--- src/rtl/round_ctl.sv ---
// Game-flow controller: duck lifecycle, ammo, per-round hit tally, score and
// game-over status, with all game timing counted in new_frame pulses.
module round_ctl #(
    parameter int SHOTS_PER_DUCK  = 3,
    parameter int DUCKS_PER_ROUND = 10,
    parameter int HITS_TO_PASS    = 6,
    parameter int ESCAPE_FRAMES   = 300,
    parameter int ANIM_FRAMES     = 60,
    parameter int POINTS_PER_HIT  = 100
) (
    input  logic        clk,
    input  logic        rst,
    input  logic        new_frame,
    input  logic        start,
    input  logic        shot_fired,
    input  logic        hit,
    input  logic        miss,
    output logic [2:0]  state,
    output logic        duck_spawn,
    output logic        duck_active,
    output logic        duck_fall,
    output logic        duck_flee,
    output logic [1:0]  shots_left,
    output logic [3:0]  duck_index,
    output logic [3:0]  ducks_hit,
    output logic [6:0]  round_num,
    output logic [13:0] score,
    output logic        game_over
);

    typedef enum logic [2:0] {
        S_IDLE      = 3'd0,
        S_SPAWN     = 3'd1,
        S_ACTIVE    = 3'd2,
        S_FALL      = 3'd3,
        S_FLEE      = 3'd4,
        S_ROUND_END = 3'd5,
        S_GAME_OVER = 3'd6
    } state_e;

    localparam logic [9:0]  ESC_LAST   = 10'(ESCAPE_FRAMES - 1);
    localparam logic [9:0]  ANIM_LAST  = 10'(ANIM_FRAMES - 1);
    localparam logic [3:0]  LAST_DUCK  = 4'(DUCKS_PER_ROUND - 1);
    localparam logic [3:0]  PASS_HITS  = 4'(HITS_TO_PASS);
    localparam logic [1:0]  SHOTS_INIT = 2'(SHOTS_PER_DUCK);
    localparam logic [14:0] SCORE_MAX  = 15'd9999;

    state_e      state_q;
    logic        spawn_q, active_q, fall_q, flee_q, game_over_q;
    logic [1:0]  shots_q;
    logic [3:0]  duck_index_q, ducks_hit_q;
    logic [6:0]  round_q;
    logic [13:0] score_q;
    logic [9:0]  fcnt_q;

    // One extra bit so the saturation check sees the carry past 9999.
    logic [14:0] score_sum;
    logic [13:0] score_d;
    logic        escape, anim_done;

    assign score_sum = {1'b0, score_q} + 15'(POINTS_PER_HIT);
    assign score_d   = (score_sum > SCORE_MAX) ? 14'(SCORE_MAX) : score_sum[13:0];
    assign escape    = new_frame && (fcnt_q == ESC_LAST);
    assign anim_done = new_frame && (fcnt_q == ANIM_LAST);

    always_ff @(posedge clk) begin
        if (rst) begin
            state_q      <= S_IDLE;
            spawn_q      <= 1'b0;
            active_q     <= 1'b0;
            fall_q       <= 1'b0;
            flee_q       <= 1'b0;
            game_over_q  <= 1'b0;
            shots_q      <= '0;
            duck_index_q <= '0;
            ducks_hit_q  <= '0;
            round_q      <= '0;
            score_q      <= '0;
            fcnt_q       <= '0;
        end else begin
            spawn_q <= 1'b0;
            fall_q  <= 1'b0;
            flee_q  <= 1'b0;
            case (state_q)
                S_IDLE, S_GAME_OVER: begin
                    if (start) begin
                        score_q      <= '0;
                        ducks_hit_q  <= '0;
                        duck_index_q <= '0;
                        round_q      <= 7'd1;
                        game_over_q  <= 1'b0;
                        fcnt_q       <= '0;
                        state_q      <= S_SPAWN;
                    end
                end
                S_SPAWN: begin
                    shots_q  <= SHOTS_INIT;
                    fcnt_q   <= '0;
                    state_q  <= S_ACTIVE;
                    spawn_q  <= 1'b1;
                    active_q <= 1'b1;
                end
                S_ACTIVE: begin
                    if (shot_fired && shots_q != 2'd0)
                        shots_q <= shots_q - 2'd1;
                    if (new_frame)
                        fcnt_q <= fcnt_q + 10'd1;
                    // A hit wins over a same-cycle miss or timeout.
                    if (hit) begin
                        ducks_hit_q <= ducks_hit_q + 4'd1;
                        score_q     <= score_d;
                        fcnt_q      <= '0;
                        active_q    <= 1'b0;
                        fall_q      <= 1'b1;
                        state_q     <= S_FALL;
                    end else if ((miss && shots_q == 2'd0) || escape) begin
                        fcnt_q   <= '0;
                        active_q <= 1'b0;
                        flee_q   <= 1'b1;
                        state_q  <= S_FLEE;
                    end
                end
                S_FALL, S_FLEE: begin
                    if (anim_done) begin
                        fcnt_q <= '0;
                        if (duck_index_q < LAST_DUCK) begin
                            duck_index_q <= duck_index_q + 4'd1;
                            state_q      <= S_SPAWN;
                        end else begin
                            state_q <= S_ROUND_END;
                        end
                    end else if (new_frame) begin
                        fcnt_q <= fcnt_q + 10'd1;
                    end
                end
                S_ROUND_END: begin
                    if (anim_done) begin
                        fcnt_q <= '0;
                        if (ducks_hit_q >= PASS_HITS) begin
                            round_q      <= (round_q == 7'd99) ? 7'd99 : round_q + 7'd1;
                            duck_index_q <= '0;
                            ducks_hit_q  <= '0;
                            state_q      <= S_SPAWN;
                        end else begin
                            game_over_q <= 1'b1;
                            state_q     <= S_GAME_OVER;
                        end
                    end else if (new_frame) begin
                        fcnt_q <= fcnt_q + 10'd1;
                    end
                end
                default: state_q <= S_IDLE;
            endcase
        end
    end

    assign state       = state_q;
    assign duck_spawn  = spawn_q;
    assign duck_active = active_q;
    assign duck_fall   = fall_q;
    assign duck_flee   = flee_q;
    assign shots_left  = shots_q;
    assign duck_index  = duck_index_q;
    assign ducks_hit   = ducks_hit_q;
    assign round_num   = round_q;
    assign score       = score_q;
    assign game_over   = game_over_q;

endmodule

--- config.mk ---
export PLATFORM = sky130hd
export DESIGN_NAME = round_ctl
export DESIGN_NICKNAME = d
export VERILOG_FILES = /design/src/rtl/round_ctl.sv
export SDC_FILE = /design/constraint.sdc
export NUM_CORES = 1
export LEC_CHECK = 0
export CORE_MARGIN = 2
export CORE_UTILIZATION = 41
export CTS_CLUSTER_SIZE = 12
export DETAILED_ROUTE_END_ITERATION = 8
export GPL_TIMING_DRIVEN = 1
export PLACE_DENSITY = 0.66
export REMOVE_ABC_BUFFERS = 1
export SLEW_MARGIN = 20
export SYNTH_ARGS = -nofsm -noshare
export SYNTH_HDL_FRONTEND = slang
export SYNTH_SLANG_ARGS = --single-unit
--- constraint.sdc ---
create_clock -name clk -period 2.9 [get_ports clk]
set_input_delay 0.435 -clock clk [delete_from_list [all_inputs] [get_ports clk]]
set_output_delay 0.435 -clock clk [all_outputs]
set_load 0.01 [all_outputs]
==> run_results.csv <==
group,metric,value,unit
yosys,synth-main-ff-cell,"dfxtp_1",
yosys,yosysWarnings,0,
sta,setup_viol,0,
pwr,clkPwrFrac,23.6,%
sta,worst_slew_pin_slew,519,ps
sta,rsz0062_at_grt,"no",
clock_network,ctsLongestPathBuffers,2,
floorplan,die_w,87.7,µm
run,maxCapViolCount,0,
grt,grt_usage,18.2,%
critical_path,end_kind,"flop",
outcome,status,"complete, no violations",
pwr,swShare,34.7,%
pwr,power.internal,0.00116,W
finish,seqCellArea,961,µm²
sta,max-slew-margin-rel,65.0,%
pwr,p_leak,1.22,nW
finish,drive_gt1_share,9.16,%
clock_network,cts-root-buf,"clkbuf_8",
min_path,worstHoldPathCells,2,
sta,setup_tns,0,ps
yosys,synth_seq_cells,48,
grt,grt_max_degree,35,
yosys,synth_area,2870,µm²
critical_path,r2r_setup_slack,340,ps
placed_design,dpl_cell_area,3380,µm²
finish,syn2layout_area_growth,21.2,%
clock_network,clk_pin_slew_worst_paths,90,ps
floorplan,die-area,7690,µm²
drt,drt-pass1-iter-count,4,
placed_design,dp_hpwl,4950,µm
pwr,p_switching,0.000617,W
drt,vias_per_cell,5.52,
yosys,synth_cells,353,
yosys,ys_seq_area_share,33.5,%
floorplan,die_h,87.7,µm
pwr,ir_worst_vdd,0.000456,V
grt,antenna_found_initial,0,
sta,slew_violations,0,
yosys,synth_edf_count,0,
critical_path,worstPathRequired,3080,ps
drt,drc,0,
drt,finalWirelength,6800,µm
floorplan,ioPinCount,46,
pwr,power_frac_seq,43.3,%
grt,grt_pass1_wl,11400,µm
floorplan,start_util,42.2,%
critical_path,start_kind,"flop",
sta,clock_skew,9.57,ps
sta,fmax,0.390,GHz
yosys,async_reset_ff_share,0,%
min_path,worst_hold_path_type,"reg -> reg",
finish,diodes,0,
critical_path,crit_path_max_fanout,8,
clock_network,ctsHoldBuffers,0,
clock_network,cts_sinks,48,
critical_path,crit_arrival,2750,ps
pwr,power_density,511,nW/µm²
finish,design_area,3480,µm²
yosys,ys_types,71,
clock_network,post_cts_buffers,0,
critical_path,critPathKind,"reg -> reg",
floorplan,rows,30,
clock_network,clk_latency,300,ps
critical_path,r2r_cells,8,
grt,overflow,0,
drt,via_count,2701,
drt,antenna_left,0,
drt,wire_per_inst,13.9,µm
placed_design,place.gp.congestion,0.912,
floorplan,core_area,6790,µm²
clock_network,cts_tree,"built",
sta,fin_crit,2560,ps
pwr,p_comb_share,33.1,%
sta,whs,499,ps
clock_network,htree_levels,2,
clock_network,cts_buffers,5,
finish,multi_input_area,1740,µm²
drt,drt-initial-drc-count,105,
sta,finalCritPeriodShare,88.4,%
yosys,syn-mean-instance-area,8.13,µm²
finish,fill_cells,657,
finish,nNetsFinal,408,
clock_network,ctsResizeCount,0,
grt,grt_pass1_vias,2428,
placed_design,portBuffers,45,
sta,hold_violations,0,
-- layout make-up --
cell class / count / area share [%]
Timing Repair Buffer: 52 / 14.5
Clock inverter: 1 / 0.216
Inverter: 16 / 1.73
Clock buffer: 7 / 2.48
Multi-Input combinational cell: 269 / 50.0
Tap cell: 96 / 3.45
Sequential cell: 48 / 27.6
-- cells in the mapped netlist (all sizes together) (6+ instances only) --
cell type | count | area [µm²]
clkbuf | 11 | 43.8
nand2 | 21 | 78.8
and3 | 7 | 43.8
inv | 16 | 60.1
xnor2 | 7 | 61.3
a211oi | 6 | 45.0
xor2 | 9 | 78.8
o21ai | 12 | 63.8
nor2 | 43 | 161
a21oi | 22 | 110
nor4 | 6 | 52.6
nor3 | 18 | 101
nand4 | 8 | 56.3
buf | 9 | 65.1
nand3 | 16 | 80.1
ha | 9 | 113
dfxtp | 48 | 961
-- critical path, stage by stage (launching register included) --
cell	delay [ps]
dfxtp_1	460
inv_1	110
ha_1	310
or4b_1	460
nand3_1	110
nor4b_2	70
nor4_4	460
nor3_4	110
a311o_1	360
-- logic make-up (layout without fill, tap and decap cells) --
logic type      Yosys count  after routing  share of synthesized area (%)
flops                    48             48                           33.5
compound gates           81             81                           19.6
buf+inv                  36             76                           5.88
fa+ha+maj                 9              9                           3.92
xor+xnor                 16             16                           4.88
mux                       4              4                           1.44
simple gates            159            159                           30.8
-- sequential cells by signal, indices dropped and copies added (netlist names) --
| signal | flops |
|---|---|
| game_over | 1 |
| duck_spawn | 1 |
| fcnt_q | 10 |
| ducks_hit | 4 |
| duck_active | 1 |
| state | 3 |
| duck_flee | 1 |
| duck_index | 4 |
| score | 13 |
| round_num | 7 |
| duck_fall | 1 |
| shots_left | 2 |
-- per-stage QoR --
stage	total power [W]	utilization [%]	setup slack, ps	cells
2_1_floorplan	0.00114	-	456	333
3_3_place_gp	0.00136	49.8	341	481
3_5_place_dp	0.00137	49.8	293	481
4_1_cts	0.00179	51.2	332	489
5_1_grt	0.00189	51.2	143	489
6_report	0.00178	51.2	335	489
-- per-layer routing --
metal  track usage, %  vias up  share of wire, %  wire (µm)
li1                 -     1363                 -          -
met1             26.4     1264                51       3440
met2             27.5       70                45       3040
met3             3.20        4               3.8        261
met4             5.45        0              0.84         57
met5                0        -                 0          0
-- cells in the final DEF, fill, tap and decap left out, types with 2 or more instances in the layout --
cell	n
nor2b_1	4
dfxtp_1	48
a311o_1	2
o21ai_0	10
ha_1	9
nor3b_1	5
mux2i_1	3
a211oi_1	6
a21oi_1	22
inv_1	16
or2_2	4
a32oi_1	2
clkdlybuf4s50_1	45
buf_4	7
a21o_1	4
o22ai_1	3
a22oi_1	4
or3_1	4
nand2b_1	4
nor3_1	17
xor2_1	9
o41ai_1	3
o32ai_1	2
clkbuf_8	6
nand3_1	16
o21a_1	2
and4_1	2
nor4_1	5
and4bb_2	2
or2b_1	2
a22o_1	2
nor2_1	43
o31ai_1	2
nand4_1	7
nand2_1	21
and3_1	7
a31oi_1	3
xnor2_1	7
-- power groups by stage --
stage	Combinational (W)	Clock [W]	Sequential, W
5_1_grt	0.000654	0.000461	0.000778
3_3_place_gp	0.000578	0	0.000782
2_1_floorplan	0.000327	0	0.000811
4_1_cts	0.000587	0.000433	0.000769
3_5_place_dp	0.000584	0	0.000783
6_report	0.000589	0.000419	0.000770
-- path summary, 6_finish.rpt --
| path | start | endpoint |
|---|---|---|
| hold / removal | duck_index[0]$_SDFFE_PP0P_ | duck_index[0]$_SDFFE_PP0P_ |
| hold reg to reg | duck_index[0]$_SDFFE_PP0P_ | duck_index[0]$_SDFFE_PP0P_ |
| setup / recovery | score[2]$_SDFFE_PP0P_ | score[5]$_SDFFE_PP0P_ |
| setup reg to reg | score[2]$_SDFFE_PP0P_ | score[5]$_SDFFE_PP0P_ |
Note: power is estimated with default switching activity, not from simulation.
